<file path="config.mk">
export PLATFORM = sky130hd
export DESIGN_NAME = ysyx_220053_seq_ctrl
export DESIGN_NICKNAME = d
export VERILOG_FILES = /design/src/rtl/ysyx_220053_seq_ctrl.sv
export SDC_FILE = /design/constraint.sdc
export NUM_CORES = 1
export LEC_CHECK = 0
export CAP_MARGIN = 20
export CORE_AREA = 2 2 162 164
export DETAILED_ROUTE_END_ITERATION = 10
export DIE_AREA = 0 0 164 166
export PLACE_DENSITY = 0.67
export SLEW_MARGIN = 20
export SYNTH_ARGS = -nofsm -noshare
export SYNTH_HDL_FRONTEND = slang
export SYNTH_SLANG_ARGS = --single-unit
</file>
<file path="constraint.sdc">
create_clock -name clk -period 3.23 [get_ports clk]
set_input_delay 0.646 -clock clk [delete_from_list [all_inputs] [get_ports clk]]
set_output_delay 0.646 -clock clk [all_outputs]
set_load 0.03 [all_outputs]
</file>
<file path="src/rtl/ysyx_220053_seq_ctrl.sv">
// Multi-cycle instruction sequencer: fetch, decode, execute, memory, write-back.
// Owns the PC, retirement counter and halt status of the ysyx_220053 core.
module ysyx_220053_seq_ctrl #(
  parameter logic [63:0]  RESET_PC = 64'h8000_0000,
  parameter int unsigned  TIMEOUT  = 255
) (
  input  logic        clk,
  input  logic        rst,
  output logic        imem_req,
  output logic [63:0] imem_addr,
  input  logic        imem_ack,
  input  logic [31:0] imem_rdata,
  output logic [31:0] instr_o,
  input  logic [6:0]  op,
  input  logic [2:0]  func3,
  input  logic [4:0]  rd,
  input  logic [63:0] immI,
  input  logic [63:0] next_pc,
  output logic        dmem_req,
  input  logic        dmem_ack,
  output logic        rf_wen,
  output logic [63:0] pc_o,
  output logic        retired,
  output logic [63:0] instret,
  output logic        halt,
  output logic [1:0]  halt_code
);

  localparam int unsigned WAIT_W = 8;
  localparam logic [WAIT_W-1:0] WAIT_MAX = WAIT_W'(TIMEOUT);

  localparam logic [6:0] OPC_OP_IMM = 7'b0010011;
  localparam logic [6:0] OPC_OP     = 7'b0110011;
  localparam logic [6:0] OPC_LUI    = 7'b0110111;
  localparam logic [6:0] OPC_AUIPC  = 7'b0010111;
  localparam logic [6:0] OPC_JAL    = 7'b1101111;
  localparam logic [6:0] OPC_JALR   = 7'b1100111;
  localparam logic [6:0] OPC_LOAD   = 7'b0000011;
  localparam logic [6:0] OPC_STORE  = 7'b0100011;
  localparam logic [6:0] OPC_BRANCH = 7'b1100011;
  localparam logic [6:0] OPC_SYSTEM = 7'b1110011;

  localparam logic [1:0] CODE_RUN     = 2'd0;
  localparam logic [1:0] CODE_EBREAK  = 2'd1;
  localparam logic [1:0] CODE_ILLEGAL = 2'd2;
  localparam logic [1:0] CODE_TIMEOUT = 2'd3;

  typedef enum logic [2:0] {
    S_FETCH  = 3'd0,
    S_DECODE = 3'd1,
    S_EXEC   = 3'd2,
    S_MEM    = 3'd3,
    S_WB     = 3'd4,
    S_HALT   = 3'd5
  } state_t;

  state_t            state;
  state_t            state_n;
  logic [1:0]        code_n;
  logic [WAIT_W-1:0] wait_cnt;
  logic              wait_run;
  logic              is_legal;
  logic              is_mem;
  logic              is_ebreak;
  logic              writes_rd;

  assign imem_addr = pc_o;

  // Opcode classification of the latched instruction
  always_comb begin
    is_legal = 1'b0;
    case (op)
      OPC_OP_IMM, OPC_OP, OPC_LUI, OPC_AUIPC, OPC_JAL,
      OPC_JALR, OPC_LOAD, OPC_STORE, OPC_BRANCH: is_legal = 1'b1;
      default:                                   is_legal = 1'b0;
    endcase
    is_mem    = (op == OPC_LOAD) || (op == OPC_STORE);
    is_ebreak = (op == OPC_SYSTEM) && (func3 == 3'd0) && (immI == 64'd1);
    writes_rd = (op != OPC_STORE) && (op != OPC_BRANCH) && (rd != 5'd0);
  end

  // Next-state and strobe logic
  always_comb begin
    state_n  = state;
    code_n   = halt_code;
    imem_req = 1'b0;
    dmem_req = 1'b0;
    rf_wen   = 1'b0;
    retired  = 1'b0;
    wait_run = 1'b0;
    case (state)
      S_FETCH: begin
        imem_req = 1'b1;
        if (imem_ack) begin
          state_n = S_DECODE;
        end else if (wait_cnt == WAIT_MAX) begin
          state_n = S_HALT;
          code_n  = CODE_TIMEOUT;
        end else begin
          wait_run = 1'b1;
        end
      end
      S_DECODE: begin
        if (is_legal) begin
          state_n = S_EXEC;
        end else if (is_ebreak) begin
          state_n = S_HALT;
          code_n  = CODE_EBREAK;
          retired = 1'b1;
        end else begin
          state_n = S_HALT;
          code_n  = CODE_ILLEGAL;
        end
      end
      S_EXEC: state_n = is_mem ? S_MEM : S_WB;
      S_MEM: begin
        dmem_req = 1'b1;
        if (dmem_ack) begin
          state_n = S_WB;
        end else if (wait_cnt == WAIT_MAX) begin
          state_n = S_HALT;
          code_n  = CODE_TIMEOUT;
        end else begin
          wait_run = 1'b1;
        end
      end
      S_WB: begin
        rf_wen  = writes_rd;
        retired = 1'b1;
        state_n = S_FETCH;
      end
      S_HALT:  state_n = S_HALT;
      default: state_n = S_FETCH;
    endcase
    // Reset cycle: no requests or strobes escape, even though state is FETCH
    if (rst) begin
      imem_req = 1'b0;
      dmem_req = 1'b0;
      rf_wen   = 1'b0;
      retired  = 1'b0;
    end
  end

  // State, architectural registers and wait counter
  always_ff @(posedge clk) begin
    if (rst) begin
      state     <= S_FETCH;
      pc_o      <= RESET_PC;
      instr_o   <= '0;
      instret   <= '0;
      halt      <= 1'b0;
      halt_code <= CODE_RUN;
      wait_cnt  <= '0;
    end else begin
      state     <= state_n;
      halt_code <= code_n;
      halt      <= halt || (state_n == S_HALT);
      if ((state == S_FETCH) && imem_ack) begin
        instr_o <= imem_rdata;
      end
      if (state == S_WB) begin
        pc_o <= next_pc;
      end
      if (retired) begin
        instret <= instret + 64'd1;
      end
      // Counter restarts on every state change, so it is zero on entry to FETCH/MEM
      if (state_n != state) begin
        wait_cnt <= '0;
      end else if (wait_run) begin
        wait_cnt <= wait_cnt + WAIT_W'(1);
      end
    end
  end

endmodule

</file>
Yosys cells after proc, flatten, opt, wreduce, memory -nomap -nowiden
Cells that the tools add are included.
{ "totals": {"register_bits": 174, "input_bits": 179} }
{ "classes": {"n_addsub": 2, "eq_ne": 24, "n_mux": 27, "reduce_logical": 14} }
{ "op_table": {"columns": ["op", "count"], "rows": [
  ["adder 64 x 1 -> 64 bit (second input constant)", 1],
  ["== test 64 x 1 -> 1 bit (second input constant)", 1],
  ["== test 7 bit (second input constant)", 4],
  ["== test 7 x 6 -> 1 bit (second input constant)", 3],
  ["two-way mux 3 bit", 5],
  ["one-hot mux 3 bit (5 select lines)", 1],
  ["== test 7 x 5 -> 1 bit (second input constant)", 2],
  ["two-way mux 1 bit", 13],
  ["two-way mux 2 bit", 5],
  ["== test 3 bit (second input constant)", 3],
  ["OR reduction 9 bit", 1],
  ["adder 8 x 1 -> 8 bit (second input constant)", 1],
  ["== test 8 bit (second input constant)", 1],
  ["== test 7 x 2 -> 1 bit (second input constant)", 1],
  ["inequality test 7 x 6 -> 1 bit (second input constant)", 1],
  ["inequality test 7 bit (second input constant)", 1],
  ["== test 3 x 2 -> 1 bit (second input constant)", 2],
  ["zero test 3 bit", 2],
  ["inequality test 2 bit (second input constant)", 3],
  ["one-hot mux 2 bit (3 select lines)", 1],
  ["logical AND 1 bit", 5],
  ["nonzero test 5 bit", 1],
  ["one-hot mux 1 bit (2 select lines)", 2],
  ["AND reduction 4 bit", 1],
  ["other kinds (5)", 6]
]} }

Longest topological paths before layout
{ "logic_depth": {"word_depth": 7, "mapped_depth": 9, "mapped_depth_nobuf": 7} }

Worst setup path before layout
OpenSTA, ideal clock, no wires.
{ "synth_path": {"kind": "flip-flop to output port", "startpoint": "reg state[2]", "endpoint": "out rf_wen", "arrival_time_ps": 2652, "setup_slack_ps": -68, "stages_incl_launch_ff": 5, "path_cell_list": "dfxtp_1 > inv_1 > or3_1 > clkbuf_1 > a2111oi_0"} }
{ "synth_via": {"elab_chain_cells": 3} }
{ "synth_rtl": {"columns": ["item", "line", "rtl"], "rows": [
  ["start: declaration", "57", "state_t state;"],
  ["start signal: assignment", "155", "state <= state_n;"],
  ["== test 3 bit", "91", "case (state)"],
  ["two-way mux 1 bit", "91", null],
  ["two-way mux 1 bit", "136", "if (rst) begin"],
  ["end: declaration", "21", "output logic rf_wen,"]
]} }
Every way passes these cells.

Worst setup path after layout
{ "layout_path": {"startpoint": "in immI[57]", "endpoint": "out retired"} }
{ "layout_via": {"elab_chain_cells": 6} }
{ "layout_rtl": {"columns": ["item", "line", "rtl"], "rows": [
  ["start: declaration", "17", "input logic [63:0] immI,"],
  ["== test 64 x 1 -> 1 bit", "78", "is_ebreak = (op == OPC_SYSTEM) && (func3 == 3'd0) && (immI == 64'd1);"],
  ["logical AND 1 bit", "78", null],
  ["two-way mux 1 bit", "106", "end else if (is_ebreak) begin"],
  ["two-way mux 1 bit", "104", "if (is_legal) begin"],
  ["one-hot mux 1 bit (2 select lines)", "91", null],
  ["two-way mux 1 bit", "136", null],
  ["end: declaration", "23", "output logic retired,"]
]} }
Every way passes these cells.

==> reports/results.txt <==
Hold Violations, Final: 0
worst vdd rail ir drop: 0.238 mV
share of cells above drive strength 1: 7.22%
syn_nets: 1,221
Mapped Cells: 1,040
post-DR vias/cell: 5.19
Worst-Skew Late Latency: 0.42 ns
Design Area, Final: 13,000 sq um
sequential-to-total area share from yosys stat: 42.3%
power density over the cells: 407 nW/um^2
Mean Syn Cell Area: 7.92 sq um
first-pass GRT wire length: 46,600 um
DRC: 0
Worst-path clk slew: 0.07 ns
asr flop ratio synth: 0%
cell-internal power: 0.00376 W
worst r2r path cells: 7
GP Congestion: 0.870
Routed WL per cell: 18.1 um
Tmin final: 3.17 ns
R2R Path End: instret[39]
All-Layer GR Usage: 21.8%
worst hold path type: reg2reg
static leakage: 4.45 nW
core footprint: 25,600 sq um
Setup-failing EPs final: 0
Arrival @ worst endpoint: 2.52 ns
Area after DPL: 12,300 sq um
Crit path top cell by count: buf_4
Filler Cells Inserted: 2,427
pin count of the biggest net entering global routing: 134
Worst slew margin: 51.4%
DIE WIDTH: 164 um
Core Rows: 59
Starting Density: 32.2%
initial antenna violation count: 2
Via Count: 8,858
critical path data required time: 2.58 ns
CTS tree: yes
Post-Place Worst Slack: -0.319 ns
Warnings, synthesis: 0
Die Ht: 166 um
register share of total power: 42.7%
Comb power frac: 18.4%
Tot Pwr: 0.00531 W
#FFs+latches synth: 174
MaxCap Viol Count: 0
Post-synth EDFFs: 0
CP cell instances: clkdlybuf4s50_1, nor4_2, buf_4, nand4_1, nor4_4, buf_4, a2bb2oi_4, nor3_2, buf_4
Hold Slack: 0.453 ns
Pre-antenna DRT Iters: 5
Max FO, Critical Path: 2
post-DP HPWL: 22,700 um
post-synth top area share: 42.3%
CP Capture Point: retired
Critical R2R Launch: instret[20]
slowest CP cell: clkdlybuf4s50_1
clk root buf: clkbuf_16
Net Sw Frac: 29.2%
vias in the first global route: 8,030
period utilization: 98.0%
clock sinks: 174
Nets: 1,539
CTS HTree Levels: 4
CP Launch Point: immI[57]
total grt overflow: 0
port bufs: 409
FF-to-FF setup slack: 0.60 ns
CTS Hold Bufs: 0
I/O Pins: 410
Max Buffers Root-to-Sink: 2
Syn-to-layout area delta: 58.3%
run status: completed
CP endpoint kind: output pin
area leader, netlist: dfxtp_1
Largest stage delay, worst path: 0.41 ns
Achievable Freq: 316 MHz
DR iter-0 viols: 683
max-slew violation count: 0
Synth area leaders: dfxtp_1 42%, nand2_1 10%, a21oi_1 9.7%, buf_4 6.0%, o31ai_1 5.1%
Distinct cells, synth: 58
worst slew pin tran: 0.729 ns
die area: 27,200 sq um
Top FF cell, synth: dfxtp_1
Routed Antenna Nets: 0
Num CTS Buffers: 17
drt total wl: 30,900 um
startpoint types: primary input
clock share of power: 38.8%
Setup Crit Path Kind: in2out
clock skew: 0.0159 ns
synthesized area: 8240 sq um
Psw: 0.00155 W
setup ws final: 0.0632 ns
[kinds of logic (layout without fill, tap and decap cells)]
kind of cell	count (synthesis)	count (layout)	share of synthesized area (%)
AOI/OAI and AO/OA	242	242	17.3
xor gates and xnor gates	7	7	0.744
adders and majority gates	2	2	0.304
buffers and inverters	147	478	9.84
DFF	174	174	42.3
muxes	2	2	0.258
other	0	1	0
and+or+nand+nor	466	466	29.3
[cell type report]
| class | count | area (sq um) | share of cell area, % |
|---|---|---|---|
| inverter | 5 | 18.8 | 0.144 |
| multi-input combinational | 719 | 4130 | 31.6 |
| timing repair buffer | 441 | 4420 | 33.9 |
| antenna | 1 | 2.50 | 0.0192 |
| sequential | 174 | 3490 | 26.7 |
| clock buffer | 17 | 425 | 3.26 |
| clock inverter | 15 | 150 | 1.15 |
| tap | 335 | 419 | 3.21 |
[per-stage QoR]
step	instances	utilization [%]	setup TNS, ns
floorplan	1040	-	0
global placement	1673	47.9	-16.97
detailed placement	1673	47.9	-16.26
CTS	1706	50.4	0
global route	1706	50.9	-0.0430
finish	1707	50.9	0
[synth_stat cells (2+ instances only)]
library cell,number
a2111oi_0,2
a21oi_1,159
and2_1,7
and3_1,19
and4_1,8
buf_2,9
buf_4,66
clkbuf_1,67
dfxtp_1,174
ha_1,2
inv_1,5
nand2_1,222
nand2b_1,4
nand3_1,24
nand3b_1,2
nand4_1,38
nand4b_1,2
nor2_1,25
nor2b_1,3
nor3_1,14
nor3_2,2
nor3b_1,3
nor4_1,18
nor4b_1,4
o21ai_0,2
o21ai_1,6
o31ai_1,56
or3_1,7
or4_1,56
xor2_1,6
[routing by layer]
layer / vias to the layer above / track usage, % / routed length [um]
met3: 20 / 7.24 / 3180
met1: 4169 / 28.9 / 13200
met4: 2 / 4.77 / 331
li1: 4322 / - / -
met2: 345 / 34.3 / 14200
met5: - / 0 / 13
[sequential cells by signal (all words and copies together) (netlist names)]
signal	count
imem_addr	64
instret	64
instr_o	32
wait_cnt	8
state	3
halt_code	2
halt	1
[power by group through the flow]
stage | combinational [W] | clock (W) | sequential [W]
finish | 0.000978 | 0.00206 | 0.00227
CTS | 0.000981 | 0.00213 | 0.00227
floorplan | 0.000352 | 0 | 0.00244
global placement | 0.000967 | 0 | 0.00232
global route | 0.00104 | 0.00221 | 0.00228
detailed placement | 0.000971 | 0 | 0.00232
[critical path, delay by kind of cell]
| kind | cells | cell delay [ns] |
|---|---|---|
| buf+inv | 4 | 0.93 |
| simple gates | 4 | 0.86 |
| compound gates | 1 | 0.07 |
[worst min path at each step]
stage / startpoint / endpoint / slack, ns / depth (start not counted)
CTS: instr_o[22] / instr_o[22] / 0.46 / 2
global route: instr_o[22] / instr_o[22] / 0.47 / 2
global placement: instr_o[29] / instr_o[29] / 0.44 / 2
floorplan: wait_cnt[7] / wait_cnt[7] / 0.48 / 2
detailed placement: instr_o[22] / instr_o[22] / 0.45 / 2
finish: instr_o[22] / instr_o[22] / 0.45 / 2
[cells in the final DEF (no fill, tap or decap), types with 11 or more instances in the layout]
| master | Yosys | final |
|---|---|---|
| and3_1 | 19 | 19 |
| or4_1 | 56 | 56 |
| nor4_2 | 1 | 11 |
| clkbuf_16 | 0 | 17 |
| buf_4 | 66 | 31 |
| nor2_1 | 25 | 25 |
| nor3_1 | 14 | 11 |
| dfxtp_1 | 174 | 173 |
| dlymetal6s2s_1 | 0 | 21 |
| nand2_1 | 222 | 222 |
| o31ai_1 | 56 | 56 |
| nand4_1 | 38 | 38 |
| clkdlybuf4s50_1 | 0 | 382 |
| a21oi_1 | 159 | 159 |
| nand3_1 | 24 | 24 |
[timing repair]
action | CTS | global route
setup buffers | 1 | 0
pin swaps | 6 | 17
resized for setup | 12 | 35
hold endpoints to repair | 0 | 0
setup endpoints to repair | 1 | 1
No activity file was read; power rests on OpenSTA's default activity.
